[src/rtl/obi_sbr_pkg.sv]
// Shared types for the OBI subordinate memory: response record and grant-wait FSM states.
package obi_sbr_pkg;

   localparam int OBI_DATA_WIDTH = 32;

   // Default-width response; the top re-declares the same shape at its own DATA_WIDTH.
   typedef struct packed {
      logic [OBI_DATA_WIDTH-1:0] rdata;
      logic                      err;
   } obi_rsp_t;

   typedef enum logic [1:0] {IDLE, WAIT, READY} wait_state_e;

endpackage

[src/rtl/obi_rsp_fifo.sv]
// In-order response buffer: circular storage with wrapping read/write pointers.
module obi_rsp_fifo #(
   parameter int  DEPTH = 2,
   parameter type T     = logic
) (
   input  logic clk_i,
   input  logic reset_ni,
   input  logic push,
   input  T     push_data,
   input  logic pop,
   output logic full,
   output logic empty,
   output T     head
);

   localparam int            PW   = (DEPTH > 1) ? $clog2(DEPTH) : 1;
   localparam int            CW   = $clog2(DEPTH + 1);
   localparam logic [PW-1:0] LAST = PW'(DEPTH - 1);
   localparam logic [CW-1:0] CMAX = CW'(DEPTH);

   T              store [DEPTH];
   logic [PW-1:0] wptr, rptr;
   logic [CW-1:0] count;
   logic          do_push, do_pop;

   assign full    = (count == CMAX);
   assign empty   = (count == '0);
   assign do_push = push && !full;
   assign do_pop  = pop && !empty;

   // Head reads as zero when nothing is queued so the R channel idles clean.
   always_comb begin
      head = '0;
      if (!empty) head = store[rptr];
   end

   always_ff @(posedge clk_i or negedge reset_ni) begin
      if (!reset_ni) begin
         wptr  <= '0;
         rptr  <= '0;
         count <= '0;
         for (int i = 0; i < DEPTH; i++) store[i] <= '0;
      end else begin
         if (do_push) begin
            store[wptr] <= push_data;
            wptr        <= (wptr == LAST) ? '0 : wptr + 1'b1;
         end
         if (do_pop) rptr <= (rptr == LAST) ? '0 : rptr + 1'b1;
         if (do_push && !do_pop)      count <= count + 1'b1;
         else if (do_pop && !do_push) count <= count - 1'b1;
      end
   end

endmodule

[src/rtl/obi_sbr_mem.sv]
// OBI subordinate serving a small word-addressed register memory with
// programmable grant wait states and a buffered, in-order R channel.
module obi_sbr_mem
   import obi_sbr_pkg::*;
#(
   parameter int                    ADDR_WIDTH = 32,
   parameter int                    DATA_WIDTH = 32,
   parameter int                    NUM_WORDS  = 16,
   parameter logic [ADDR_WIDTH-1:0] BASE_ADDR  = '0,
   parameter int                    GNT_WAIT   = 0,
   parameter int                    RSP_DEPTH  = 2
) (
   input  logic                    clk_i,
   input  logic                    reset_ni,
   input  logic                    obi_req_i,
   output logic                    obi_gnt_o,
   input  logic [ADDR_WIDTH-1:0]   obi_addr_i,
   input  logic                    obi_we_i,
   input  logic [DATA_WIDTH/8-1:0] obi_be_i,
   input  logic [DATA_WIDTH-1:0]   obi_wdata_i,
   output logic                    obi_rvalid_o,
   input  logic                    obi_rready_i,
   output logic [DATA_WIDTH-1:0]   obi_rdata_o,
   output logic                    obi_err_o
);

   localparam int                    BE_W = DATA_WIDTH / 8;
   localparam int                    OFS  = $clog2(BE_W);
   localparam int                    IW   = $clog2(NUM_WORDS);
   localparam int                    WCW  = (GNT_WAIT > 0) ? $clog2(GNT_WAIT + 1) : 1;
   localparam logic [WCW-1:0]        GW   = WCW'(GNT_WAIT);
   localparam logic [ADDR_WIDTH-1:0] NW   = ADDR_WIDTH'(NUM_WORDS);

   typedef struct packed {
      logic [DATA_WIDTH-1:0] rdata;
      logic                  err;
   } rsp_t;

   wait_state_e                          state;
   logic [WCW-1:0]                       wait_cnt;
   logic                                 wait_done, accept, addr_ok;
   logic                                 fifo_full, fifo_empty;
   logic [ADDR_WIDTH-1:0]                word;
   logic [IW-1:0]                        idx;
   logic [NUM_WORDS-1:0][DATA_WIDTH-1:0] mem;
   rsp_t                                 rsp_in, rsp_head;

   // READY covers the hold; the compare covers the first request cycle when GNT_WAIT is 0.
   assign wait_done = (state == READY) || (wait_cnt == GW);
   assign obi_gnt_o = reset_ni && obi_req_i && wait_done && !fifo_full;
   assign accept    = obi_req_i && obi_gnt_o;

   always_ff @(posedge clk_i or negedge reset_ni) begin
      if (!reset_ni) begin
         state    <= IDLE;
         wait_cnt <= '0;
      end else if (!obi_req_i || accept) begin
         state    <= IDLE;
         wait_cnt <= '0;
      end else if (wait_cnt == GW) begin
         state    <= READY;
      end else begin
         wait_cnt <= wait_cnt + 1'b1;
         state    <= (wait_cnt + 1'b1 == GW) ? READY : WAIT;
      end
   end

   // The base check guards the subtraction, so a wrapped offset never decodes as valid.
   assign word    = (obi_addr_i - BASE_ADDR) >> OFS;
   assign addr_ok = (obi_addr_i >= BASE_ADDR) && (word < NW) &&
                    (obi_addr_i[OFS-1:0] == '0);
   assign idx     = word[IW-1:0];

   always_ff @(posedge clk_i or negedge reset_ni) begin
      if (!reset_ni) begin
         mem <= '0;
      end else if (accept && obi_we_i && addr_ok) begin
         for (int k = 0; k < BE_W; k++)
            if (obi_be_i[k]) mem[idx][k*8 +: 8] <= obi_wdata_i[k*8 +: 8];
      end
   end

   always_comb begin
      rsp_in     = '0;
      rsp_in.err = !addr_ok;
      if (addr_ok && !obi_we_i) rsp_in.rdata = mem[idx];
   end

   obi_rsp_fifo #(
      .DEPTH (RSP_DEPTH),
      .T     (rsp_t)
   ) u_rsp_fifo (
      .clk_i     (clk_i),
      .reset_ni  (reset_ni),
      .push      (accept),
      .push_data (rsp_in),
      .pop       (obi_rready_i),
      .full      (fifo_full),
      .empty     (fifo_empty),
      .head      (rsp_head)
   );

   assign obi_rvalid_o = !fifo_empty;
   assign obi_rdata_o  = rsp_head.rdata;
   assign obi_err_o    = rsp_head.err;

endmodule

[config.mk]
export PLATFORM = sky130hd
export DESIGN_NAME = obi_sbr_mem
export DESIGN_NICKNAME = d
export VERILOG_FILES = /design/src/rtl/obi_sbr_pkg.sv /design/src/rtl/obi_rsp_fifo.sv /design/src/rtl/obi_sbr_mem.sv
export SDC_FILE = /design/constraint.sdc
export NUM_CORES = 1
export LEC_CHECK = 0
export ABC_AREA = 0
export BUFFER_PORTS_ARGS = -buffer_cell sky130_fd_sc_hd__buf_2
export CORE_ASPECT_RATIO = 1.75
export CORE_MARGIN = 8
export CORE_UTILIZATION = 60
export DETAILED_ROUTE_END_ITERATION = 10
export PLACE_DENSITY = 0.78
export SLEW_MARGIN = 20
export SYNTH_ARGS = -nofsm -noshare
export SYNTH_HDL_FRONTEND = slang
export SYNTH_HIERARCHICAL = 1
export SYNTH_SLANG_ARGS = --single-unit
[constraint.sdc]
create_clock -name clk_i -period 6.5 [get_ports clk_i]
set_input_delay 0 -clock clk_i [delete_from_list [all_inputs] [get_ports clk_i]]
set_output_delay 0 -clock clk_i [all_outputs]
set_load 0.05 [all_outputs]
==> results.json, run 1 <==
{
  "first_pass_iters": 5,
  "cts.sinks": 582,
  "max-cap-violations": 0,
  "vias_per_cell": 6.32,
  "yosysSeqAreaShare_pct": 53.1,
  "cts_tree": "done",
  "port_buffers": 107,
  "tns_ps": 0,
  "antenna_found_initial": 4,
  "grt_overflow_total": 0,
  "dieArea_um2": 53100,
  "synthFlopType": "dfrtp_1",
  "drv_slew": 0,
  "r2r_start": "u_rsp_fifo/count[0]$_DFFE_PN0P_",
  "layout.nets": 1923,
  "finalHoldViolations": 15,
  "syn_nets": 1826,
  "status": "finished with violations",
  "cts.path.max_buffers": 3,
  "cts_made_buffers": 51,
  "yosys_warnings": 6,
  "gp_congestion": 0.796,
  "r2r_end": "mem[467]$_DFFE_PN0P_",
  "worst-slew-pin-transition_ps": 1120,
  "pwr-share-clk_pct": 41.4,
  "core_um2": 45100,
  "power_frac_seq_pct": 50.8,
  "design_area_um2": 30300,
  "wl_mm": 62.7,
  "worst_setup_hold_path_clk_slew_ps": 60,
  "leakage_nw": 15.1,
  "nFillCells": 3123,
  "p_total_mw": 7.26,
  "drt_iter0_drc": 976,
  "period_minus_slack_ps": 3390,
  "final_util_pct": 67.2,
  "intPower_mw": 5.50,
  "crit_arrival_ps": 3860,
  "hpwlAfterDp_mm": 40.2,
  "regToRegSetupSlack_ps": 3110,
  "grt_pass1_wl_mm": 100,
  "cts.htree.levels": 2,
  "ant_nets": 0,
  "synthCells": 1752,
  "rsz0062_at_grt": "no",
  "netSwitchingPower_mw": 1.76,
  "maxSlewHeadroom_pct": 24.6,
  "syn2layout_area_growth_pct": 10.7,
  "hold_class": "in2async",
  "clockRootBuffer": "clkbuf_16",
  "layout_setup_ws_ps": 3110,
  "grt_pass1_vias": 17300,
  "drc_errors": 0,
  "endpoint_kind": "register",
  "yosys.cell_types.count": 40,
  "drive_above_1_share_pct": 52.4,
  "synthArstFlopShare_pct": 100,
  "clk_latency_ps": 590,
  "combinationalPowerShare_pct": 7.9,
  "finalSetupViolCount": 0,
  "placed_cell_area_um2": 28300,
  "post-cts-setup-buffer-count": 0,
  "violations": "hold timing",
  "ir_worst_vdd_v": 0.000287,
  "finalNonFillerCells": 2464,
  "synth_edf_count": 0,
  "place_inst": 2335,
  "startpoint": "u_rsp_fifo/count[0]$_DFFE_PN0P_",
  "switching_share_pct": 24.2,
  "required_ps": 6960,
  "clock_skew_ps": 20.0,
  "pre_cts_ws_ps": 3080,
  "rr_worst_depth": 8,
  "grt_max_degree": 87,
  "syn_avg_cell_area_um2": 15.6,
  "cellPowerDensity_nw_per_um2": 239,
  "cp_max_fo": 33,
  "fmax_mhz": 295,
  "track_usage_pct": 24.4,
  "fin_crit_sh_pct": 52.2,
  "syn_area_um2": 27400,
  "rows": 103,
  "die_w_um": 178,
  "initial_core_util_pct": 60.8,
  "routedWlPerCell_um": 25.5,
  "num_vias": 15600,
  "die_h_um": 299,
  "io_pins": 108,
  "synth_seq_cells": 582,
  "whs_ps": -29.9,
  "startpoint_type": "register",
  "critPathKind": "reg2reg"
}
==> what timing repair did <==
| action | in CTS | in global routing |
|---|---|---|
| hold buffers | 38 | 0 |
| resized for setup | 0 | 0 |
| endpoints found under the hold margin | 597 | 0 |
==> layout by cell type (no fill, tap or decap), types with 7 or more instances in the layout <==
cell,count
mux2i_1,33
nor3_4,60
dlygate4sd3_1,38
buf_4,19
clkinv_2,7
dfrtp_1,581
clkbuf_8,16
nor2_1,36
a21oi_1,32
nand2_1,66
mux2_4,24
clkbuf_1,8
clkbuf_16,51
mux2_2,551
buf_2,104
a22oi_1,64
mux4_2,128
==> flip-flops by register name, summed over array words and instances, names as in the netlist <==
signal,flops
u_rsp_fifo/store,66
u_rsp_fifo/count,2
u_rsp_fifo/rptr,1
u_rsp_fifo/wptr,1
mem,512
==> cells in the mapped netlist, types with 3 or more instances <==
| cell | n | area share [%] |
|---|---|---|
| mux4_2 | 128 | 11 |
| mux2_1 | 3 | 0.12 |
| buf_6 | 7 | 0.29 |
| dfrtp_1 | 582 | 53 |
| mux2_2 | 551 | 23 |
| buf_12 | 3 | 0.22 |
| a21oi_1 | 32 | 0.58 |
| and4b_1 | 5 | 0.18 |
| nor4_1 | 6 | 0.14 |
| mux2i_1 | 33 | 1.2 |
| buf_1 | 7 | 0.096 |
| nor2_1 | 38 | 0.52 |
| buf_2 | 25 | 0.46 |
| buf_4 | 3 | 0.082 |
| mux2_4 | 24 | 1.3 |
| nor3_4 | 60 | 3.6 |
| nor3_2 | 4 | 0.15 |
| nor4bb_1 | 6 | 0.22 |
| nand2_1 | 66 | 0.90 |
| clkbuf_1 | 78 | 1.1 |
| a22oi_1 | 64 | 1.8 |
| xor2_1 | 3 | 0.096 |
| nor4b_1 | 4 | 0.13 |
==> logic make-up (layout without fill, tap and decap cells) <==
logic type,Yosys count,after routing,share of synthesized area (%)
compound gates,97,97,2.36
xor+xnor,5,5,0.160
fa+ha+maj,1,1,0.0456
buf+inv,125,256,2.24
flops,582,582,53.1
mux,739,739,35.8
other cells,0,4,0
simple gates,203,203,6.28
==> power groups by stage <==
stage                     clock [mW]  combinational, mW  sequential (mW)
final                           3.00              0.572             3.69
after global routing            3.20              0.615             3.69
after CTS                       3.06              0.580             3.69
after detailed placement           0              0.560             3.75
after global placement             0              0.549             3.75
after floorplan                    0              0.361             3.72
==> how the worst max path moves through the flow <==
stage,end,slack (ps),cells past startpoint
after floorplan,mem[152]$_DFFE_PN0P_,4290,8
after global placement,mem[467]$_DFFE_PN0P_,3140,8
after detailed placement,mem[270]$_DFFE_PN0P_,3080,4
after CTS,mem[174]$_DFFE_PN0P_,3090,5
after global routing,mem[469]$_DFFE_PN0P_,2930,8
final,mem[467]$_DFFE_PN0P_,3110,8
==> layer usage <==
metal | track usage [%] | wire, µm | up-vias
met5 | 0 | 13 | -
met4 | 9.64 | 2370 | 2
met3 | 3.40 | 3340 | 132
met2 | 42.5 | 32900 | 400
met1 | 30.2 | 24200 | 8315
li1 | - | - | 6725
==> worst max-delay path: stages, from the launching register on <==
cell      delay, ps
dfrtp_1         450
nand2b_1        210
inv_2           110
and4b_1         230
nand4b_4         90
buf_4           680
buf_4           830
nor3_2          270
mux2_2          340
==> layout make-up <==
class | instances | area [µm²] | area share (%)
Tap cell | 577 | 722 | 2.38
Timing Repair Buffer | 167 | 1120 | 3.68
Sequential cell | 582 | 14600 | 48.0
Clock buffer | 74 | 1510 | 4.99
Clock inverter | 13 | 130 | 0.429
Inverter | 2 | 7.51 | 0.0247
Antenna cell | 4 | 10.0 | 0.0330
Multi-Input combinational cell | 1045 | 12300 | 40.4
Power figures use the tool's default switching activity.
==> run 2: changes to the inputs <==
==> constraint.sdc (replaced) <==
create_clock -name clk_i -period 3.15 [get_ports clk_i]
set_input_delay 0 -clock clk_i [delete_from_list [all_inputs] [get_ports clk_i]]
set_output_delay 0 -clock clk_i [all_outputs]
set_load 0.05 [all_outputs]
==> results.json, run 2 (synthesis results as in run 1) <==
{
  "first_pass_iters": 5,
  "layout.nets": 1943,
  "grt_pass1_vias": 17500,
  "most-common-layout-cells": "dfrtp_1, mux2_2, mux4_2",
  "finalNonFillerCells": 2485,
  "die_w_um": 178,
  "rsz0062_at_grt": "no",
  "placed_cell_area_um2": 28600,
  "initial_core_util_pct": 60.8,
  "finalSetupViolCount": 0,
  "num_vias": 15800,
  "p_total_mw": 15.2,
  "path_cells": "nand2b_1 -> inv_2 -> and4b_1 -> nand4b_4 -> buf_12 -> nor3_2 -> mux2_2",
  "design_area_um2": 30700,
  "worst_setup_hold_path_clk_slew_ps": 70,
  "cts.htree.levels": 2,
  "drive_above_1_share_pct": 52.9,
  "post-cts-setup-buffer-count": 0,
  "pre_cts_ws_ps": 423,
  "crit_arrival_ps": 3200,
  "grt_max_degree": 164,
  "cellPowerDensity_nw_per_um2": 494,
  "layout_setup_ws_ps": 401,
  "nFillCells": 3059,
  "cts_made_buffers": 50,
  "largest_reg_flops": 512,
  "grt_pass1_wl_mm": 101,
  "hpwlAfterDp_mm": 41.1,
  "worst-slew-pin-transition_ps": 981,
  "largest-register": "mem",
  "finalHoldViolations": 0,
  "clockRootBuffer": "clkbuf_16",
  "required_ps": 3600,
  "tns_ps": 0,
  "drt_iter0_drc": 1154,
  "reg_top3": "mem: 512 flops, u_rsp_fifo/store: 66 flops, u_rsp_fifo/count: 2 flops",
  "place_inst": 2356,
  "drc_errors": 0,
  "die_h_um": 299,
  "fmax_mhz": 364,
  "hold_class": "in2async",
  "gp_congestion": 0.814,
  "max-cap-violations": 0,
  "core_um2": 45100,
  "maxSlewHeadroom_pct": 34.0,
  "track_usage_pct": 24.6,
  "whs_ps": 28.6,
  "status": "completed",
  "syn2layout_area_growth_pct": 11.8,
  "vias_per_cell": 6.37,
  "routedWlPerCell_um": 25.3,
  "cts_resized": 0,
  "period_minus_slack_ps": 2750,
  "io_pins": 108,
  "clk_latency_ps": 570,
  "cts.path.max_buffers": 3,
  "antenna_found_initial": 2,
  "ir_worst_vdd_v": 0.000524,
  "endpoint_kind": "register",
  "clock_skew_ps": 9.74,
  "cts_tree": "done",
  "startpoint_type": "register",
  "cp_max_fo": 23,
  "port_buffers": 107,
  "wl_mm": 62.9,
  "drv_slew": 0,
  "fin_crit_sh_pct": 87.3,
  "critPathKind": "reg2reg",
  "grt_overflow_total": 0,
  "layout_commonest_cell": "dfrtp_1",
  "max_stage_delay_ps": 590,
  "dieArea_um2": 53100,
  "final_util_pct": 68.0,
  "slowest_stage": "nor3_2",
  "rows": 103,
  "ant_nets": 0,
  "cts.sinks": 582,
  "leakage_nw": 15.3
}
[run 2: changes by cell type in the layout (fill, tap and decap cells not counted), sizes merged, moves of 2 or more]
cell and change:
clkinvlp +3, diode -2, buf +22, inv -2, bufinv +2
[run 2: where the power goes]
part | leakage, nW | switching (mW) | internal, mW | total, mW
logic | 6.32 | 0.772 | 0.403 | 1.18
clock network | 0.830 | 2.71 | 3.63 | 6.34
registers | 8.12 | 0.130 | 7.50 | 7.63
total | 15.3 | 3.61 | 11.5 | 15.2
[run 2: cell type report]
class / instances / area, µm² / share of cell area, %
diodes: 2 / 5.00 / 0.0163
clock buffers: 73 / 1500 / 4.90
clock inverters: 16 / 191 / 0.625
inverters: 2 / 7.51 / 0.0245
multi-input cells: 1045 / 12300 / 40.0
flip-flops and latches: 582 / 14600 / 47.5
well taps: 577 / 722 / 2.36
repair buffers: 188 / 1400 / 4.56
[run 2: final timing paths]
path	slack [ps]	to	cells after the start	from
min in group clk_i	30	u_rsp_fifo/wptr$_DFFE_PN0P_	5	obi_req_i
worst min register to register	490	u_rsp_fifo/store[40]$_DFFE_PN0P_	1	u_rsp_fifo/store[40]$_DFFE_PN0P_
worst max register to register	400	mem[473]$_DFFE_PN0P_	7	u_rsp_fifo/count[0]$_DFFE_PN0P_
max in group asynchronous	1390	mem[401]$_DFFE_PN0P_	4	reset_ni
worst max-delay path	400	mem[473]$_DFFE_PN0P_	7	u_rsp_fifo/count[0]$_DFFE_PN0P_
worst min-delay path	30	mem[218]$_DFFE_PN0P_	3	reset_ni
[run 2: timing repair]
item                                    4_1_cts  5_1_grt
hold buffers                                 38        0
hold endpoints to repair                    773        0
endpoints found under the setup margin        0        0
[run 2: critical path: cells and delay by family, from the launching register on]
kind | cells | cell delay, ps
simple gates | 4 | 1350
flops | 1 | 460
mux | 1 | 410
buf+inv | 2 | 390
[run 2: per-layer routing]
| metal | share of wire, % | GRT usage [%] |
|---|---|---|
| met3 | 5.1 | 3.31 |
| met2 | 53 | 43.3 |
| met1 | 38 | 30.5 |
| met5 | 0 | 0 |
| met4 | 3.5 | 8.78 |
